$ cat src/rtl/button_reader.sv
// Debounced push-button reader for active-low board pins.
// Emits clean levels plus press/release/long/repeat pulses.
module button_reader #(
  parameter int NUM_BTN         = 4,
  parameter int DEBOUNCE_CYCLES = 240000,
  parameter int LONG_CYCLES     = 12000000,
  parameter int REPEAT_CYCLES   = 3000000
) (
  input  logic               clk,
  input  logic               rst_n,
  input  logic [NUM_BTN-1:0] btn_n,
  output logic [NUM_BTN-1:0] btn_level,
  output logic [NUM_BTN-1:0] btn_press,
  output logic [NUM_BTN-1:0] btn_release,
  output logic [NUM_BTN-1:0] btn_long,
  output logic [NUM_BTN-1:0] btn_repeat,
  output logic               any_event
);

  localparam int DW   = $clog2(DEBOUNCE_CYCLES + 1);
  localparam int HMAX = (LONG_CYCLES > REPEAT_CYCLES) ?
                        LONG_CYCLES : REPEAT_CYCLES;
  localparam int HW   = $clog2(HMAX + 1);
  localparam int REPT = (REPEAT_CYCLES > 0) ?
                        REPEAT_CYCLES - 1 : 0;

  localparam logic [DW-1:0] DB_LAST   = DW'(DEBOUNCE_CYCLES - 1);
  localparam logic [HW-1:0] LONG_LAST = HW'(LONG_CYCLES - 1);
  localparam logic [HW-1:0] REP_LAST  = HW'(REPT);
  localparam logic [HW-1:0] HOLD_SAT  = HW'(HMAX);

  typedef enum logic [1:0] {
    IDLE,
    PRESSED,
    HELD
  } state_t;

  logic [NUM_BTN-1:0] sync1;
  logic [NUM_BTN-1:0] sync2;
  logic [NUM_BTN-1:0] s;

  // Two-flop synchronizer; released (1) is the safe reset value.
  always_ff @(posedge clk or negedge rst_n) begin
    if (!rst_n) begin
      sync1 <= '1;
      sync2 <= '1;
    end else begin
      sync1 <= btn_n;
      sync2 <= sync1;
    end
  end

  assign s = ~sync2;

  for (genvar i = 0; i < NUM_BTN; i++) begin : g_ch
    logic [DW-1:0] db_cnt;
    logic          st;
    logic          flip;
    logic          rise;
    logic          fall;
    logic [HW-1:0] hold;
    state_t        state;
    logic          press_q;
    logic          release_q;
    logic          long_q;
    logic          repeat_q;

    // The stable state flips on the same edge its counter expires,
    // so the FSM sees the change without an extra cycle of delay.
    assign flip = (s[i] != st) && (db_cnt == DB_LAST);
    assign rise = flip && !st;
    assign fall = flip && st;

    // Debounce: count consecutive disagreeing samples.
    always_ff @(posedge clk or negedge rst_n) begin
      if (!rst_n) begin
        st     <= 1'b0;
        db_cnt <= '0;
      end else if (s[i] == st) begin
        db_cnt <= '0;
      end else if (flip) begin
        st     <= ~st;
        db_cnt <= '0;
      end else begin
        db_cnt <= db_cnt + DW'(1);
      end
    end

    // Channel FSM; release wins over any coincident terminal count.
    always_ff @(posedge clk or negedge rst_n) begin
      if (!rst_n) begin
        state     <= IDLE;
        hold      <= '0;
        press_q   <= 1'b0;
        release_q <= 1'b0;
        long_q    <= 1'b0;
        repeat_q  <= 1'b0;
      end else begin
        press_q   <= 1'b0;
        release_q <= 1'b0;
        long_q    <= 1'b0;
        repeat_q  <= 1'b0;
        unique case (state)
          IDLE: begin
            if (rise) begin
              press_q <= 1'b1;
              hold    <= '0;
              state   <= PRESSED;
            end
          end
          PRESSED: begin
            if (fall) begin
              release_q <= 1'b1;
              hold      <= '0;
              state     <= IDLE;
            end else if (hold == LONG_LAST) begin
              long_q <= 1'b1;
              hold   <= '0;
              state  <= HELD;
            end else if (hold != HOLD_SAT) begin
              hold <= hold + HW'(1);
            end
          end
          HELD: begin
            if (fall) begin
              release_q <= 1'b1;
              hold      <= '0;
              state     <= IDLE;
            end else if (REPEAT_CYCLES == 0) begin
              hold <= '0;
            end else if (hold == REP_LAST) begin
              repeat_q <= 1'b1;
              hold     <= '0;
            end else if (hold != HOLD_SAT) begin
              hold <= hold + HW'(1);
            end
          end
          default: begin
            hold  <= '0;
            state <= IDLE;
          end
        endcase
      end
    end

    assign btn_level[i]   = st;
    assign btn_press[i]   = press_q;
    assign btn_release[i] = release_q;
    assign btn_long[i]    = long_q;
    assign btn_repeat[i]  = repeat_q;
  end

  assign any_event = |{btn_press, btn_release, btn_long, btn_repeat};

endmodule

$ cat config.mk
export PLATFORM = sky130hd
export DESIGN_NAME = button_reader
export DESIGN_NICKNAME = d
export VERILOG_FILES = /design/src/rtl/button_reader.sv
export SDC_FILE = /design/constraint.sdc
export NUM_CORES = 1
export LEC_CHECK = 0
export CAP_MARGIN = 30
export CORE_ASPECT_RATIO = 1.1
export CORE_MARGIN = 2
export CORE_UTILIZATION = 30
export CTS_BUF_LIST = sky130_fd_sc_hd__clkbuf_4
export CTS_CLUSTER_SIZE = 20
export DETAILED_ROUTE_END_ITERATION = 6
export GPL_TIMING_DRIVEN = 0
export PLACE_DENSITY = 0.57
export SLEW_MARGIN = 0
export SYNTH_ARGS = -nofsm -noshare
export SYNTH_HDL_FRONTEND = slang
export SYNTH_SLANG_ARGS = --single-unit
$ cat constraint.sdc
create_clock -name clk -period 4.3 [get_ports clk]
set_clock_uncertainty 0.2 [all_clocks]
set_input_delay 0.645 -clock clk [delete_from_list [all_inputs] [get_ports clk]]
set_output_delay 0.645 -clock clk [all_outputs]
set_load 0.03 [all_outputs]
==> results.md <==
* Status: finished, final reports clean
* Sw Ratio at 0.232
* # port buffers at 26
* Die area at 38400 sq um
* Final worst slack at 0.660 ns
* First-pass GRT wire length at 42600 microns
* Via count at approximately 8.7k
* Crit-path cells: nor4_1, nand4_1, clkdlybuf4s50_1
* Grt ovf at 0
* Critical Path Source Type: flop
* Antenna Nets Post-Route at 0
* Int Power at 2.92 mW
* YS warnings at 0
* DRC Markers at 0
* Final Slew Violations at 0
* Crit path max-delay cell type: nor4_1
* Final min period at 3.64 ns
* Num CTS Buffers at 56
* Critical path's top delay family: simple AND/OR/NAND/NOR gates
* Commonest non-fill, non-tap cell in the layout: dfrtp_1
* Setup Crit Path Kind: reg -> out
* R2R Path Start: g_ch[3].hold[0]$_DFFE_PN0P_
* Most common flop cell mapped by yosys: dfrtp_1
* Crit Reg-Reg Endpoint: g_ch[3].hold[1]$_DFFE_PN0P_
* IO Pins at 27
* Final WL at 24400 microns
* Yosys top cell by area: dfrtp_1
* Worst setup path startpoint: g_ch[0].long_q$_DFF_PN0_
* Reg2reg setup slack at 1.19 ns
* CTS tree: done
* Leakage at between 5 and 6 nW
* #FFs+latches synth at about 200
* Design area at 12700 sq um
* Vias per Instance at about 5
* Final nets at 1287
* Final core occ at 0.351
* Post-DP Area at 11900 sq um
* Fmax at 275 MHz
* Initial drt markers at 384
* Gr usage total at 0.132
* Final period util at 0.847
* Slowest stage delay, CP at 0.81 ns
* Multi-input gate area at 5470 sq um
* Clk root buf: clkbuf_4
* Synth top area cells: dfrtp_1 (44%), nor2_1 (6.4%), xnor2_1 (6.3%), xor2_1 (4.7%), nand4_1 (3.6%)
* Worst Reg2Reg Path Length in Cells at 8
* Library cells used by synthesis at 74
* Seq pwr share at 0.511
* Clock buffer depth at 3
* Commonest cells after routing, fill and taps aside: dfrtp_1 (196), nor2_1 (189), nand2_1 (94)
* Worst Tran Pin Value at 0.916 ns
* Largest net degree at the start of global routing at 118
* Ys async rst share at 1.00
* Synthesis-to-layout area growth at 15.0%
* Layout cells sized above 1 at 0.133
* # Post-CTS Setup Buffers at 0
* CP Depth at 3
* RSZ-0062 raised after global routing: false
* Critical path required time at 3.45 ns
* Initial antenna violation count at 1
* Slew headroom at 0.384
* Clock Latency Late Sink at between 0.6 and 0.7 ns
* Post-synth EDFFs at 0
* DP Worst Slack at 1.27 ns
* DRT Pass-1 Iters at 5
* Core Region at 36200 sq um
* Crit-path max FO at 2
* CP endpoint kind: primary output
* Worst vdd ir at 0.203 mV
* Mapped Nets at between 1k and 1.5k
* Max-cap violation count at 0
* Die W at 187 microns
* PwrDens at 300 nW/um^2
* Worst Path Arrival at approximately 2.8 ns
* CP endpoint: any_event
* Share of power burned in the clock network at 0.469
* Post-synthesis sequential area ratio at 0.463
* Hold Violations, Final at 0
* Sw power at around 900 uW
* Initial core utilization at 0.305
* Top cell type's share of synthesized area at 0.444
* Die H at 205 microns
* Fillers at 3765
* Routability cong. at 0.845
* Avg Inst Size Synth at 9.43 sq um
* Comb power frac at 0.020
* FF/Latch Area at 5110 sq um
* Worst hold-check path type: reg -> reg
* Mapped cell area at 11000 sq um
* Drt wl/cell at around 14 microns
* Clock sink count at 204
* Post-Syn Instances at 1171
* Vias in the first global route at 8963
* Htree depth at 2
* Hpwl dp at around 17000 microns
* Bufs and invs on worst path at 1
* # rows at 73
* Final setup viols at 0
* Clk slew on worst S/H paths at 0.06 ns
==> worst reg2reg max path, delay by kind of cell, from the launching register on <==
family	cells	cell delay, ns
AO/OA/AOI/OAI	3	1.11
AND/OR/NAND/NOR	3	0.73
flip-flops	1	0.42
buffers and inverters	1	0.34
adder cells (fa/ha/maj)	1	0.19
==> timing repair <==
item                                   CTS  global route
endpoints found under the hold margin   85             0
gates resized for setup                  0             0
hold buffers                             1             0
==> layout make-up <==
type,count,area share
buffer,56,0.0258
tap,487,0.0480
inverter,34,0.0101
clock inverter,11,0.00345
clock buffer,93,0.0550
antenna,1,0.000197
timing repair buffer,28,0.0238
sequential,204,0.403
multi-input combinational,877,0.431
==> registers in the layout, indices dropped and copies added, names as in the netlist <==
register        flops
sync1               4
g_ch.st             4
g_ch.repeat_q       4
g_ch.release_q      4
g_ch.db_cnt        72
g_ch.hold          96
g_ch.long_q         4
sync2               4
g_ch.state          8
g_ch.press_q        4
==> per-layer routing <==
| layer | global-route usage | vias up | share of wire |
|---|---|---|---|
| met5 | 0 | - | 0 |
| met4 | 0.0482 | 0 | 0.020 |
| met3 | 0.0309 | 46 | 0.041 |
| met2 | 0.217 | 143 | 0.46 |
| met1 | 0.170 | 4194 | 0.48 |
| li1 | - | 4336 | - |
==> per-stage QoR <==
| step | power, mW | setup TNS [ns] | cells | hold slack (ns) |
|---|---|---|---|---|
| 2_1_floorplan | 2.01 | 0 | 1171 | 0.145 |
| 3_3_place_gp | 2.06 | -1292.88 | 1684 | 0.146 |
| 3_5_place_dp | 2.06 | 0 | 1685 | 0.147 |
| 4_1_cts | 3.91 | 0 | 1790 | 0.0748 |
| 5_1_grt | 4.03 | 0 | 1791 | 0.0981 |
| 6_report | 3.81 | 0 | 1791 | 0.155 |
==> logic make-up after synthesis <==
kind of cell / count (synthesis) / synth area share
mux: 3 / 0.00272
fa+ha+maj: 24 / 0.0272
flops: 204 / 0.463
simple gates: 621 / 0.295
buf+inv: 90 / 0.0413
compound gates: 90 / 0.0600
xor+xnor: 139 / 0.110
==> cells in the mapped netlist (9+ instances only) <==
cell type,count
buf_2,11
xor2_1,59
a21oi_1,9
nand3_1,77
nor2_1,189
buf_4,21
a31oi_1,9
nor3_1,37
and3_1,34
nand2_1,94
nand4_1,63
xnor2_1,80
ha_1,24
clkbuf_1,19
inv_1,34
o21ai_0,20
dfrtp_1,196
and4_1,13
nor4_1,25
==> power groups by stage <==
stage          Sequential [mW]  Clock (mW)  Combinational (mW)
2_1_floorplan             1.98           0              0.0256
3_3_place_gp              1.98           0              0.0774
3_5_place_dp              1.98           0              0.0817
4_1_cts                   1.95        1.88              0.0827
5_1_grt                   1.95        1.99              0.0935
6_report                  1.95        1.79              0.0776
==> worst min path at each step <==
stage                  startpoint                     endpoint  slack, ns  cells past startpoint
2_1_floorplan               rst_n  g_ch[0].db_cnt[0]$_DFF_PN0_       0.15                      0
3_3_place_gp   sync1[1]$_DFF_PN1_           sync2[1]$_DFF_PN1_       0.15                      0
3_5_place_dp   sync1[3]$_DFF_PN1_           sync2[3]$_DFF_PN1_       0.15                      0
4_1_cts                  btn_n[1]           sync1[1]$_DFF_PN1_       0.07                      1
5_1_grt                  btn_n[1]           sync1[1]$_DFF_PN1_        0.1                      1
6_report       sync1[1]$_DFF_PN1_           sync2[1]$_DFF_PN1_       0.16                      0
Note: power is estimated with default switching activity, not from simulation.
==> RTL edit: new RTL, same flow settings <==
Compare `db_cnt` against `DB_LAST` with >= in place of ==.
--- a/src/rtl/button_reader.sv
+++ b/src/rtl/button_reader.sv
@@ -67,7 +67,7 @@
 
     // The stable state flips on the same edge its counter expires,
     // so the FSM sees the change without an extra cycle of delay.
-    assign flip = (s[i] != st) && (db_cnt == DB_LAST);
+    assign flip = (s[i] != st) && (db_cnt >= DB_LAST);
     assign rise = flip && !st;
     assign fall = flip && st;
 
Formal check against the unedited RTL: no difference found for any inputs over 10 cycles, from zero or initial values and one cycle with rst_n low; that may be too few to reach the edited logic, so the function may still have changed.
==> RTL edit against the unedited design <==
  * Area after synthesis grew 4.2%
  * Final area grew 4.6%
  * Wire length grew 16%
  * Total power grew 5.1%
  * Count of clock-buffer cells in the layout grew 5
  * Sequential cell count is the same
  * Core utilization shrank 0.14 points
  * Critical path depth grew 1
  * Clock power grew 11%
  * Worst setup slack gained 0.27 ns
  * Critical endpoint unchanged
  * Highest routed layer unchanged
==> RTL edit: results (changes against the unedited design) <==
metric,value,unit,change
fraction of area in registers,0.385,,was 0.403
hpwl dp,18700,µm,was 16700 µm
Worst Hold Slack,0.0858,ns,was 0.155 ns
CLK BUF,98,,was 93
Tmin final,3.37,ns,was 3.64 ns
first-pass GRT wire length,48900,µm,was 42600 µm
XOR/XNOR share of the synthesized area,0.0411,,was 0.110
Logic inverters,52,,was 34
TritonCTS buffer count,61,,was 56
fraction of area in multi-input gates,0.442,,was 0.431
via count,10100,,was 8719
met3 Use GR,0.0326,,was 0.0309
GR Layer Usage met1,0.196,,was 0.170
largest net degree at the start of global routing,107,,was 118
actual slew at the worst max-slew pin,0.821,ns,was 0.916 ns
slowest CP cell,clkdlybuf4s50_1,,was nor4_1
met2 WL,12700,µm,was 11100 µm
Multi-Input Combinational,949,,was 877
hold path endpoint,sync1[0],,was sync2[1]
Synth area leaders,"dfrtp_1 43%, nor2_1 5.2%, nand2_1 3.6%, nand3_1 3.4%, a22o_1 3.3%",,"was dfrtp_1 44%, nor2_1 6.4%, xnor2_1 6.3%, xor2_1 4.7%, nand4_1 3.6%"
post-synthesis compound-gate area fraction,0.172,,was 0.0600
worst hold path type,input port to flip-flop,,was flip-flop to flip-flop
WL met1,13200,µm,was 11800 µm
Final Non-Filler Cells,1913,,was 1791
HP Start,btn_n[0],,was sync1[1]
Clock-cell share,0.0618,,was 0.0584
reg2reg start,g_ch[2].hold[0],,was g_ch[3].hold[0]
met2 usage,0.230,,was 0.217
Syn Nets,1297,,was 1201
metal3 WL,1530,µm,was 1000 µm
status,"finished, final reports clean",,unchanged
share of cells above drive strength 1,0.112,,was 0.133
Non-CTS buffers,95,,was 84
sequential cell area fraction in the yosys report,0.445,,was 0.463
Avg WL per Cell,14.8,µm,was 13.6 µm
Worst VDD drop,0.149,mV,was 0.203 mV
Skew-Pair Late Insertion Delay,0.80,ns,was 0.69 ns
Total GRT Usage,0.148,,was 0.132
RTL edit: what timing repair did:
item | 4_1_cts | 5_1_grt
hold buffers | 3 | 0
hold endpoints to repair | 96 | 0
endpoints found under the setup margin | 0 | 0
setup buffers | 0 | 0
RTL edit: power by group through the flow:
stage,logic (mW),clock network (mW),registers [mW]
3_3_place_gp,0.0757,0,1.98
4_1_cts,0.0823,2.08,1.95
6_report,0.0772,1.98,1.95
2_1_floorplan,0.0244,0,1.98
3_5_place_dp,0.0797,0,1.98
5_1_grt,0.0934,2.17,1.95
RTL edit: stage by stage:
step | instance area (µm²) | TNS (ns)
2_1_floorplan | 11500 | 0
3_3_place_gp | 12400 | -1312.89
3_5_place_dp | 12400 | 0
4_1_cts | 13300 | 0
5_1_grt | 13300 | 0
6_report | 13300 | 0
RTL edit: worst max-delay path: cells and delay by family (launching register included):
kind / cells / cell delay (ns)
buffers and inverters: 2 / 0.86
DFF: 1 / 0.39
and+or+nand+nor: 2 / 0.47
